==> src/rtl/cw_keying_decoder.sv <==
// cw_keying_decoder
//   Receive-side Morse decoder. The keyed line is synchronized and
//   glitch-filtered into a clean level. Mark and space lengths are then
//   timed in clock cycles, and each mark is classified as a dot or a dash.
//   Elements are collected into a character, and one-cycle strobes report
//   each finished character, each inter-word gap and each error.
//
// Parameters
//   UNIT_CYCLES    one Morse unit (dot length) in CLK cycles
//   GLITCH_CYCLES  cycles a new level must persist before it is accepted
//   CNT_W          duration counter width, 2**CNT_W > 8*UNIT_CYCLES
//
// Ports
//   CLK         system clock, rising edge
//   RST         synchronous active-high reset
//   KEY_IN      keyed line, 1 = mark; asynchronous to CLK
//   CHAR_VALID  one-cycle strobe, CHAR_LEN/CHAR_BITS updated this cycle
//   CHAR_LEN    element count of the last decoded character (1..6)
//   CHAR_BITS   element i at bit i, 1 = dash, unused bits 0
//   WORD_GAP    one-cycle strobe on an inter-word space
//   ERR         one-cycle strobe on element overflow or stuck key
module cw_keying_decoder #(
  parameter int UNIT_CYCLES   = 12500,
  parameter int GLITCH_CYCLES = 250,
  parameter int CNT_W         = 17
) (
  input  logic       CLK,
  input  logic       RST,
  input  logic       KEY_IN,
  output logic       CHAR_VALID,
  output logic [2:0] CHAR_LEN,
  output logic [5:0] CHAR_BITS,
  output logic       WORD_GAP,
  output logic       ERR
);

  localparam int GW = $clog2(GLITCH_CYCLES + 1);
  localparam logic [GW-1:0]    GLITCH_LAST = GW'(GLITCH_CYCLES - 1);
  localparam logic [CNT_W-1:0] DASH_MIN    = CNT_W'(2 * UNIT_CYCLES);
  localparam logic [CNT_W-1:0] DASH_LAST   = CNT_W'(2 * UNIT_CYCLES - 1);
  localparam logic [CNT_W-1:0] WORD_LAST   = CNT_W'(5 * UNIT_CYCLES - 1);
  localparam logic [CNT_W-1:0] STUCK_LAST  = CNT_W'(8 * UNIT_CYCLES - 1);
  localparam logic [CNT_W-1:0] CNT_MAX     = CNT_W'(8 * UNIT_CYCLES);

  localparam logic [1:0] ST_IDLE    = 2'd0;
  localparam logic [1:0] ST_MARK    = 2'd1;
  localparam logic [1:0] ST_SPACE   = 2'd2;
  localparam logic [1:0] ST_DISCARD = 2'd3;

  logic             sync_a;
  logic             sync_b;
  logic             lvl;
  logic [GW-1:0]    glitch_cnt;
  logic [CNT_W-1:0] cnt;
  logic [1:0]       state;
  logic [2:0]       elem_cnt;
  logic [5:0]       elem_bits;

  logic lvl_flip;
  logic rise;
  logic fall;
  logic hit_dash;
  logic hit_word;
  logic hit_stuck;

  // Level changes and threshold crossings are decoded in the same cycle
  // that lvl and cnt are updated. A threshold is "reached" on the edge
  // where cnt steps onto it. A level edge in that same cycle clears cnt
  // first, so the edge wins over the crossing.
  always_comb begin
    lvl_flip  = (sync_b != lvl) && (glitch_cnt == GLITCH_LAST);
    rise      = lvl_flip && !lvl;
    fall      = lvl_flip && lvl;
    hit_dash  = !lvl_flip && (cnt == DASH_LAST);
    hit_word  = !lvl_flip && (cnt == WORD_LAST);
    hit_stuck = !lvl_flip && (cnt == STUCK_LAST);
  end

  // Two-flop synchronizer followed by the glitch filter. The filter counts
  // consecutive cycles in which the synchronized value disagrees with lvl.
  // A single agreeing cycle restarts the count.
  always_ff @(posedge CLK) begin
    if (RST) begin
      sync_a     <= 1'b0;
      sync_b     <= 1'b0;
      lvl        <= 1'b0;
      glitch_cnt <= '0;
    end else begin
      sync_a <= KEY_IN;
      sync_b <= sync_a;
      if (sync_b == lvl) begin
        glitch_cnt <= '0;
      end else if (lvl_flip) begin
        lvl        <= sync_b;
        glitch_cnt <= '0;
      end else begin
        glitch_cnt <= glitch_cnt + 1'b1;
      end
    end
  end

  // Duration of the current level. The counter saturates at the stuck-key
  // limit, so long idle periods cannot wrap it.
  always_ff @(posedge CLK) begin
    if (RST) begin
      cnt <= '0;
    end else if (lvl_flip) begin
      cnt <= '0;
    end else if (cnt != CNT_MAX) begin
      cnt <= cnt + 1'b1;
    end
  end

  // Element assembly and strobe generation. The strobes default low, so
  // each one is a single-cycle pulse. CHAR_LEN/CHAR_BITS hold between
  // characters.
  always_ff @(posedge CLK) begin
    if (RST) begin
      state      <= ST_IDLE;
      elem_cnt   <= '0;
      elem_bits  <= '0;
      CHAR_VALID <= 1'b0;
      CHAR_LEN   <= '0;
      CHAR_BITS  <= '0;
      WORD_GAP   <= 1'b0;
      ERR        <= 1'b0;
    end else begin
      CHAR_VALID <= 1'b0;
      WORD_GAP   <= 1'b0;
      ERR        <= 1'b0;
      case (state)
        ST_IDLE: begin
          if (rise) begin
            state <= ST_MARK;
          end
        end
        ST_MARK: begin
          if (fall) begin
            if (elem_cnt == 3'd6) begin
              ERR       <= 1'b1;
              elem_cnt  <= '0;
              elem_bits <= '0;
              state     <= ST_DISCARD;
            end else begin
              elem_bits[elem_cnt] <= (cnt >= DASH_MIN);
              elem_cnt            <= elem_cnt + 3'd1;
              state               <= ST_SPACE;
            end
          end else if (hit_stuck) begin
            ERR       <= 1'b1;
            elem_cnt  <= '0;
            elem_bits <= '0;
            state     <= ST_DISCARD;
          end
        end
        ST_SPACE: begin
          if (rise) begin
            state <= ST_MARK;
          end else if (hit_dash && (elem_cnt != 3'd0)) begin
            CHAR_VALID <= 1'b1;
            CHAR_LEN   <= elem_cnt;
            CHAR_BITS  <= elem_bits;
            elem_cnt   <= '0;
            elem_bits  <= '0;
          end else if (hit_word && (elem_cnt == 3'd0)) begin
            WORD_GAP <= 1'b1;
            state    <= ST_IDLE;
          end
        end
        default: begin
          // Discard: leave only after a quiet low period of two units.
          if (!lvl && hit_dash) begin
            state <= ST_IDLE;
          end
        end
      endcase
    end
  end

endmodule

==> config.mk <==
export PLATFORM = sky130hd
export DESIGN_NAME = cw_keying_decoder
export DESIGN_NICKNAME = d
export VERILOG_FILES = /design/src/rtl/cw_keying_decoder.sv
export SDC_FILE = /design/constraint.sdc
export NUM_CORES = 1
export LEC_CHECK = 0
export CORE_MARGIN = 2
export CORE_UTILIZATION = 55
export CTS_BUF_LIST = sky130_fd_sc_hd__clkbuf_8 sky130_fd_sc_hd__clkbuf_16
export CTS_CLUSTER_SIZE = 40
export DETAILED_ROUTE_END_ITERATION = 7
export PLACE_DENSITY_LB_ADDON = 0.05
export RECOVER_POWER = 100
export SETUP_SLACK_MARGIN = 0.5
export SLEW_MARGIN = 25
export SYNTH_ARGS = -nofsm -noshare
export SYNTH_HDL_FRONTEND = slang
export SYNTH_SLANG_ARGS = --single-unit
==> constraint.sdc <==
create_clock -name CLK -period 3.1 [get_ports CLK]
set_clock_uncertainty 0.1 [all_clocks]
set_input_delay 0.31 -clock CLK [delete_from_list [all_inputs] [get_ports CLK]]
set_output_delay 0.31 -clock CLK [all_outputs]
set_load 0.1 [all_outputs]
==> results.cfg <==
[run_status]
status = completed

[layout]
fillers = 434
final_area_um2 = 2844
nets = 314
diodes = 0
layout_common_cells = dfxtp_1, nor2_1, nand3_1
layout.cells.most_common = dfxtp_1
areaGrowthSynthToFinish_pct = 7.981
utilization_pct = 61.02
drive_above_1_share_pct = 5.519
stdcell_count = 362

[synth]
avgSynthCellArea_um2 = 8.779
yosys.area_share.simple_pct = 33.35
yosys.area.top_type = dfxtp_1
syn_area_um2 = 2634
synth-xor-area-share_pct = 6.983
synthAdderAreaFrac_pct = 1.900
yosysWarnings = 0
synth_top_flop_cell = dfxtp_1
syn_inst = 300
yosysUniqueCellTypes = 51
synth_compound_area_share_pct = 10.78
synth_top_area_share_pct = 38.76
ys_seq_area_share_pct = 38.76
ys_ff_latch = 51
synth_top_family_by_area = simple AND/OR/NAND/NOR gates
ys_top_cells_by_area = dfxtp_1, nor2_1, mux2i_1
yosys-mux-area-fraction_pct = 4.181
syn_nets = 307
async_flop_share_pct = 0
synth_edf_count = 0

[clock_tree]
post-cts-setup-buffer-count = 0
clkLatencyLatePin_ns = 0.30
ctsResizeCount = 0
cts_sinks = 51
cts_root_buffer = clkbuf_8
postCtsHoldBufs = 0
cts_tree = built
cts_max_path_buffers = 2
h-tree-depth = 2
cts_buffers = 5
clk_pin_slew_ns = 0.09

[routing]
drtIter0Drc = 135
firstDrtPassIters = 4
routedWlPerCell_um = 14.36
ant_nets = 0
routed_wirelength_um = 5197
drc = 0
vias_per_cell = 5.934
vias = 2148

[die]
ios = 15
die_area_um2 = 5358
initial_core_util_pct = 56.51
die_h_um = 73.20
core.rowCount = 25
die_x_um = 73.20
fp.coreArea_um2 = 4661

[pwr]
p_switching_uw = 241.2
pwr-share-comb_pct = 2.6
p_leak_uw = 0.0009997
p_per_area_nw_per_um2 = 392.2
clockPowerShare_pct = 37.7
p_sw_share_pct = 21.63
power_frac_seq_pct = 59.6
p_int_uw = 874.1
vdd_drop_max_v = 0.0002174

[critical_path]
end_kind = flip-flop
cp_data_required_time_ns = 3.24
reg2reg_setup_slack_ns = 0.62
worstPathArrival_ns = 2.62
r2r_start = cnt[5]$_SDFFE_PP0P_
cp.depth = 6
ff2ff_path_depth = 6
path_max_fanout = 10
cp_cell_sequence = or3b_2 -> a31oi_1 -> nand4_1 -> clkbuf_1 -> a22oi_4 -> mux2i_1
crit_buf_inv = 1
cp_slowest_stage_delay_ns = 0.50
timing.rr.end = elem_bits[5]$_SDFFE_PP0P_
cp-endpoint = elem_bits[5]$_SDFFE_PP0P_
crit_type = flip-flop to flip-flop
crit_start = cnt[5]$_SDFFE_PP0P_
cp_top_family = compound AO/OA/AOI/OAI gates
slowest_stage = or3b_2
critPathLaunchType = flip-flop

[sta]
slew_viol_final = 0
fmax_ghz = 0.4029
layout_min_cycle_time_ns = 2.482
period_share_pct = 80.06
rsz0062_at_grt = no
worst_pin_slew_ns = 1.165
fin_setup_tns_ns = 0
hold_viol = 0
setup_violations = 0
relSlewSlack_pct = 22.69

[place]
io_buffers = 14
dp_hpwl_um = 3798
placed_cell_area_um2 = 2783
post-place-cells = 354
gp_congestion = 0.8227

[grt]
antenna_found_initial = 0
overflow = 0
use_met2_pct = 31.53
grt-busiest-layer = met1
grt_first_pass_wirelength_um = 9059
grt_usage_pct = 21.62
grt_pass1_vias = 1903
grt_use_met3_pct = 4.144
use_met1_pct = 31.97
grt_max_degree = 18

[hold_path]
holdCritPathClass = flip-flop to flip-flop

[run]
max_cap_viol_count = 0
power groups by stage:
| stage | Sequential, µW | Combinational (µW) | Clock [µW] |
|---|---|---|---|
| after global placement | 680 | 30.4 | 0 |
| after detailed placement | 680 | 31.3 | 0 |
| after CTS | 665 | 31.4 | 433 |
| after floorplan | 678 | 23.6 | 0 |
| final | 665 | 29.6 | 421 |
| after global routing | 667 | 34.6 | 461 |
per-stage QoR:
stage	power, µW	setup WS, ns	hold slack (ns)
floorplan	701.4	1.082	0.3138
global placement	710.5	0.9712	0.3205
detailed placement	711.7	0.9329	0.3247
CTS	1129	0.8860	0.3464
global route	1162	0.4385	0.3681
finish	1115	0.6181	0.3394
worst register-to-register path, delay by kind of cell, from the launching register on:
family	cells	cell delay, ns
compound gates	2	0.65
buf+inv	1	0.36
flops	1	0.47
mux	1	0.21
simple gates	2	0.64
cells by family after synthesis:
family | count (synthesis)
mux | 11
xor+xnor | 21
flops | 51
fa+ha+maj | 4
simple gates | 149
buf+inv | 24
compound gates | 40
area by class of cell:
class                   instances  area, µm²  share of cell area [%]
clock inverters                 1      7.507                  0.2640
repair buffers                 18      150.1                   5.279
well taps                      54      67.56                   2.376
multi-input cells             225       1479                   52.00
clock buffers                   7      96.34                   3.388
inverters                       6      22.52                  0.7919
flip-flops and latches         51       1021                   35.90
flip-flops by register name, indices dropped and copies added (netlist names):
signal,flops
elem_bits,6
WORD_GAP,1
glitch_cnt,8
elem_cnt,3
cnt,17
CHAR_BITS,6
CHAR_VALID,1
CHAR_LEN,3
state,2
lvl,1
sync_a,1
ERR,1
sync_b,1
how the worst min path moves through the flow:
stage                                  from                end  slack (ns)  cells after the start
after floorplan           sync_a$_SDFF_PP0_  sync_b$_SDFF_PP0_        0.31                      1
after global placement    sync_a$_SDFF_PP0_  sync_b$_SDFF_PP0_        0.32                      1
after detailed placement  sync_a$_SDFF_PP0_  sync_b$_SDFF_PP0_        0.32                      1
after CTS                 sync_a$_SDFF_PP0_  sync_b$_SDFF_PP0_        0.35                      1
after global routing      sync_a$_SDFF_PP0_  sync_b$_SDFF_PP0_        0.37                      1
final                     sync_a$_SDFF_PP0_  sync_b$_SDFF_PP0_        0.34                      1
routing by layer:
layer  wire length, µm  vias to the layer above  share of wire, %
li1                  -                     1091                 -
met1              2655                     1007                51
met2              2268                       45                44
met3               225                        5               4.3
met4                48                        0              0.92
met5                 0                        -                 0
cell usage after synthesis (2+ instances only):
cell       n
a21oi_1    8
a31oi_1    5
and2_1     3
and3_1     3
and4_1     3
and4b_1    2
buf_2      7
clkbuf_1  10
dfxtp_1   51
ha_1       4
inv_1      6
mux2i_1   11
nand2_1   15
nand2b_1  10
nand3_1   17
nand3b_1   5
nand4_1   11
nor2_1    37
nor2b_1    6
nor3_1     9
nor4_1     2
nor4_2     3
o211ai_1  13
o21ai_0    6
or3_1      5
or4b_1     3
or4bb_1    2
xnor2_1   11
xor2_1    10
Power figures use the tool's default switching activity.
